==> config.mk <==
export PLATFORM = sky130hd
export DESIGN_NAME = prog_loader
export DESIGN_NICKNAME = d
export VERILOG_FILES = /design/src/rtl/prog_loader.sv
export SDC_FILE = /design/constraint.sdc
export NUM_CORES = 1
export LEC_CHECK = 0
export CAP_MARGIN = 20
export CORE_MARGIN = 4
export CORE_UTILIZATION = 46
export CTS_CLUSTER_DIAMETER = 40
export DETAILED_ROUTE_END_ITERATION = 7
export GPL_TIMING_DRIVEN = 1
export PLACE_DENSITY = 0.82
export SYNTH_ARGS = -nofsm -noshare
export SYNTH_HDL_FRONTEND = slang
export SYNTH_SLANG_ARGS = --single-unit
==> constraint.sdc <==
create_clock -name clk -period 3.4 [get_ports clk]
set_clock_uncertainty 0.2 [all_clocks]
set_input_delay 0.34 -clock clk [delete_from_list [all_inputs] [get_ports clk]]
set_output_delay 0.34 -clock clk [all_outputs]
set_load 0.005 [all_outputs]
==> src/rtl/prog_loader.sv <==
// prog_loader: framed byte-stream loader that writes 32-bit words to memory and holds the CPU in reset until done
//
// Optional feature macro: LOADER_VERIFY_EN (adds read-back READ/CHECK after every write)
//
// Ports:
//   clk                    clock, rising edge
//   reset                  asynchronous active-low reset
//   in_byte/in_valid       byte stream from host link
//   in_ready               loader accepts a byte this cycle
//   addr                   memory byte address (0 when no strobe)
//   data_mem_in            big-endian write word (0 when not writing)
//   w_data_size            2'b11 during a write, else 2'b00
//   data_mem_write_enable  write strobe
//   data_mem_read_enable   read strobe
//   data_mem_out           registered read data, valid the cycle after the read strobe
//   cpu_reset              active-high CPU reset, released when the load completes
//   done / error           sticky completion / failure flags
//   err_addr               failing word address, or BASE_ADDR for an oversize image
module prog_loader #(
    parameter logic [31:0] BASE_ADDR = 32'd0,
    parameter int          MEM_BYTES = 40
) (
    input  logic        clk,
    input  logic        reset,
    input  logic [7:0]  in_byte,
    input  logic        in_valid,
    output logic        in_ready,
    output logic [31:0] addr,
    output logic [31:0] data_mem_in,
    output logic [1:0]  w_data_size,
    output logic        data_mem_write_enable,
    output logic        data_mem_read_enable,
    input  logic [31:0] data_mem_out,
    output logic        cpu_reset,
    output logic        done,
    output logic        error,
    output logic [31:0] err_addr
);
`ifdef LOADER_VERIFY_EN
    typedef enum logic [2:0] {HDR0, HDR1, COLLECT, WRITE, READ, CHECK, DONE, ERROR} state_t;
`else
    typedef enum logic [2:0] {HDR0, HDR1, COLLECT, WRITE, DONE, ERROR} state_t;
`endif
    state_t      state, nxt;
    logic [15:0] n, i, hdr_n;
    logic [1:0]  cnt;
    logic [31:0] word, cur_addr;
    logic        live, take, last, oversize, adv;

    // live keeps in_ready low while reset is held and until the first edge after release
    assign in_ready = live && (state == HDR0 || state == HDR1 || state == COLLECT);
    assign take     = in_valid && in_ready;
    assign hdr_n    = {n[7:0], in_byte};
    assign oversize = {14'd0, hdr_n, 2'b00} > 32'(MEM_BYTES);
    assign cur_addr = BASE_ADDR + {14'd0, i, 2'b00};
    assign last     = (i + 16'd1) == n;

`ifdef LOADER_VERIFY_EN
    assign adv                  = state == CHECK && data_mem_out == word;
    assign data_mem_read_enable = state == READ;
`else
    logic unused_mem;
    assign unused_mem           = ^data_mem_out;
    assign adv                  = state == WRITE;
    assign data_mem_read_enable = 1'b0;
`endif
    assign data_mem_write_enable = state == WRITE;
    assign w_data_size = data_mem_write_enable ? 2'b11 : 2'b00;
    assign addr        = (data_mem_write_enable || data_mem_read_enable) ? cur_addr : 32'd0;
    assign data_mem_in = data_mem_write_enable ? word : 32'd0;
    assign cpu_reset   = state != DONE;
    assign done        = state == DONE;
    assign error       = state == ERROR;

    always_ff @(posedge clk or negedge reset) begin
        if (!reset) state <= HDR0;
        else        state <= nxt;
    end

    always_comb begin
        nxt = state;
        case (state)
            HDR0:    nxt = take ? HDR1 : HDR0;
            HDR1:    nxt = !take ? HDR1 : hdr_n == 16'd0 ? DONE : oversize ? ERROR : COLLECT;
            COLLECT: nxt = (take && cnt == 2'd3) ? WRITE : COLLECT;
`ifdef LOADER_VERIFY_EN
            WRITE:   nxt = READ;
            READ:    nxt = CHECK;
            CHECK:   nxt = !adv ? ERROR : last ? DONE : COLLECT;
`else
            WRITE:   nxt = last ? DONE : COLLECT;
`endif
            default: nxt = state;
        endcase
    end

    always_ff @(posedge clk or negedge reset) begin
        if (!reset) begin
            live     <= 1'b0;
            n        <= 16'd0;
            i        <= 16'd0;
            cnt      <= 2'd0;
            word     <= 32'd0;
            err_addr <= 32'd0;
        end else begin
            live <= 1'b1;
            if (state == HDR0 && take) n <= {8'd0, in_byte};
            if (state == HDR1 && take) begin
                n   <= hdr_n;
                i   <= 16'd0;
                cnt <= 2'd0;
                if (hdr_n != 16'd0 && oversize) err_addr <= BASE_ADDR;
            end
            if (state == COLLECT && take) begin
                word <= {word[23:0], in_byte};
                cnt  <= cnt + 2'd1;
            end
            if (adv) i <= i + 16'd1;
`ifdef LOADER_VERIFY_EN
            if (state == CHECK && !adv) err_addr <= cur_addr;
`endif
        end
    end
endmodule

==> key figures <==
Synth
  – Mean Syn Cell Area: 10.1 sq um
  – Post-synth top area share: 0.429
  – Cell accounting for the most synthesized area: dfrtp_1
  – Top cells by area, synth: dfrtp_1 (43%), mux2_2 (10%), buf_4 (9.7%)
  – Main synth FF type: dfrtp_1
  – FFs w/ async S/R, synth: 1.00
  – Post-Syn Area: 4080 sq um
  – Share of the yosys chip area belonging to registers: 0.429
  – Syn Inst Count: 406
  – Post-synth EDFFs: 0
  – Most frequent cell after synthesis: dfrtp_1
  – Flops & latches, synth: 70
  – Synth cell types: 54
  – Synth Warn #: 0
  – Most instantiated cells after synthesis: dfrtp_1 (70), buf_4 (53), and2_1 (45)

Critical path
  – Critical Path End Type: output port
  – Critical Path AT: 2490 ps
  – CP Class: flop to output port
  – Maximum fanout along the worst path: 42
  – Startpoint Class: flop
  – Required time worst endpoint: 2860 ps

Clock network
  – Inserted Clock Buffers: 9
  – Reg clk slew, reported paths: 70 ps
  – CTS Root Cell: clkbuf_8
  – Clk_lat worst skew: 340 ps
  – Sinks on Clock Net: 70
  – CTS H-tree depth: 3
  – CTS tree: done
  – # resized after CTS: 0
  – CTS Buffer Depth: 2

GRT
  – Total GRT Usage: 0.171
  – Largest net degree at the start of global routing: 43
  – Initial antenna violation count: 0
  – First-pass GRT wire length: 14.1 mm
  – Number of global-route vias before repair: 2875
  – Gr ovfl total: 0

STA
  – Slew HR: 0.450
  – Final period util: 0.892
  – Hold Vio Cnt, Final: 0
  – FMAX: 330 MHz
  – Max-slew violation count: 0
  – Setup_tns: 0 ps
  – Worst hold slack: 231 ps
  – RSZ-0062 raised after global routing: false
  – Slew @ Worst Pin: 822 ps
  – Fin crit period: 3030 ps
  – Final setup violating endpoints: 0

Power
  – VDD IR max: 0.379 mV
  – Clock power frac: 0.226
  – Logic pwr share: 0.274
  – Pwr dens: 550 nW/um^2
  – Internal: 1.68 mW
  – Sequential share of power: 0.500
  – Psw: 965 uW
  – Lkg Pwr: 2.17 nW
  – Sw Ratio: 0.365

Detailed routing
  – Via count: 3004
  – DR iter-0 viols: 145
  – First-pass detailed-route iteration total: 4
  – Drt total wl: 8.68 mm
  – Post-route ant nets: 0
  – Drt via density: 5.18
  – Avg WL per Cell: 15.0 microns
  – DRC: 0

Finish
  – P&R area growth vs syn: 17.8%
  – # diodes: 0
  – Nets@finish: 512
  – Share of cells above drive strength 1: 0.157
  – Filler Cell Count: 778
  – Final core utilization: 0.554

Run
  – Total of max-cap violations: 0

Floorplan
  – Die width: 102 microns
  – I/O pin count: 147
  – Core area: 8680 sq um
  – Starting Density: 0.470
  – Die Ht: 102 microns
  – Die area: 10400 sq um
  – Floorplan row count: 34

Placement
  – Number of port buffers: 65
  – GPL Wtd Cong: 0.892
  – DP HPWL: 6.35 mm

Status
  – Status: finished, final reports clean

Worst hold path
  – Min-Delay Path Class: input pin to asynchronous set/reset pin
kinds of logic (layout without fill, tap and decap cells):
family / after synthesis / after routing / synth area share
AOI/OAI and AO/OA: 62 / 62 / 0.0956
xor gates and xnor gates: 25 / 25 / 0.0536
adders and majority gates: 2 / 2 / 0.00613
buffers and inverters: 79 / 97 / 0.123
DFF: 70 / 70 / 0.429
muxes: 39 / 39 / 0.107
other: 2 / 50 / 0.00184
and+or+nand+nor: 127 / 127 / 0.184
power by group through the flow:
| stage | combinational (mW) | sequential (mW) | clock (mW) |
|---|---|---|---|
| floorplan | 0.686 | 1.20 | 0 |
| global placement | 0.689 | 1.32 | 0 |
| detailed placement | 0.717 | 1.34 | 0 |
| CTS | 0.727 | 1.32 | 0.614 |
| global route | 0.814 | 1.36 | 0.654 |
| finish | 0.726 | 1.32 | 0.597 |
timing repair:
| item | 4_1_cts | 5_1_grt |
|---|---|---|
| hold buffers | 1 | 0 |
| endpoints found under the hold margin | 14 | 0 |
| setup buffers | 0 | 0 |
cell usage in the layout (no fill, tap or decap), drive strengths merged, types with 3 or more instances in the layout:
| master | instances |
|---|---|
| xnor2 | 17 |
| a22o | 7 |
| xor2 | 8 |
| clkdlybuf4s50 | 64 |
| dfrtp | 70 |
| nand4 | 3 |
| nand2 | 21 |
| conb | 50 |
| inv | 8 |
| nor2 | 21 |
| a21oi | 8 |
| buf | 8 |
| nor4 | 11 |
| and2 | 47 |
| o21ai | 27 |
| clkbuf | 11 |
| nand3 | 11 |
| mux2 | 38 |
| o31ai | 4 |
| nor3 | 3 |
| clkinv | 4 |
per-stage QoR:
stage                     instance area, sq um  power [mW]  instances  setup WS [ps]
after floorplan                           4260        1.89        454           1240
after global placement                    4620        2.01        563            768
after detailed placement                  4620        2.05        563            710
after CTS                                 4810        2.66        580            331
after global routing                      4810        2.83        580            165
final                                     4810        2.65        580            366
final cells by class:
type	count	area (sq um)	area share
well taps	108	135	0.0281
clock buffers	11	141	0.0294
clock inverters	5	35.0	0.00728
repair buffers	73	708	0.147
flip-flops and latches	70	1750	0.364
multi-input cells	305	2010	0.418
inverters	8	30.0	0.00624
critical path: stages, from the launching register on:
cell,delay (ps)
dfrtp_1,410
and2b_1,260
nand2_1,110
inv_2,440
buf_4,280
and2_1,130
clkdlybuf4s50_1,510
registers in the layout (all words and copies together), names as in the netlist:
name / cells
n: 16
cnt: 2
word: 32
live: 1
state: 3
i: 16
routing by layer:
| metal | up-vias | GRT usage | part of all wire |
|---|---|---|---|
| met2 | 101 | 0.284 | 0.51 |
| met4 | 0 | 0.0434 | 0.010 |
| met3 | 8 | 0.0485 | 0.069 |
| met5 | - | 0 | 0 |
| met1 | 1480 | 0.222 | 0.41 |
| li1 | 1415 | - | - |
final timing paths:
| path | start | slack, ps | to | cells after the start |
|---|---|---|---|---|
| worst max-delay path | state[2] | 370 | data_mem_in[3] | 6 |
| worst min-delay path | reset | 230 | word[16] | 2 |
| worst max register to register | i[0] | 740 | state[1] | 7 |
| worst min register to register | word[24] | 300 | word[24] | 1 |
| max in group asynchronous | reset | 1970 | i[0] | 3 |
| min in group clk | word[24] | 300 | word[24] | 1 |
Power figures use the tool's default switching activity.
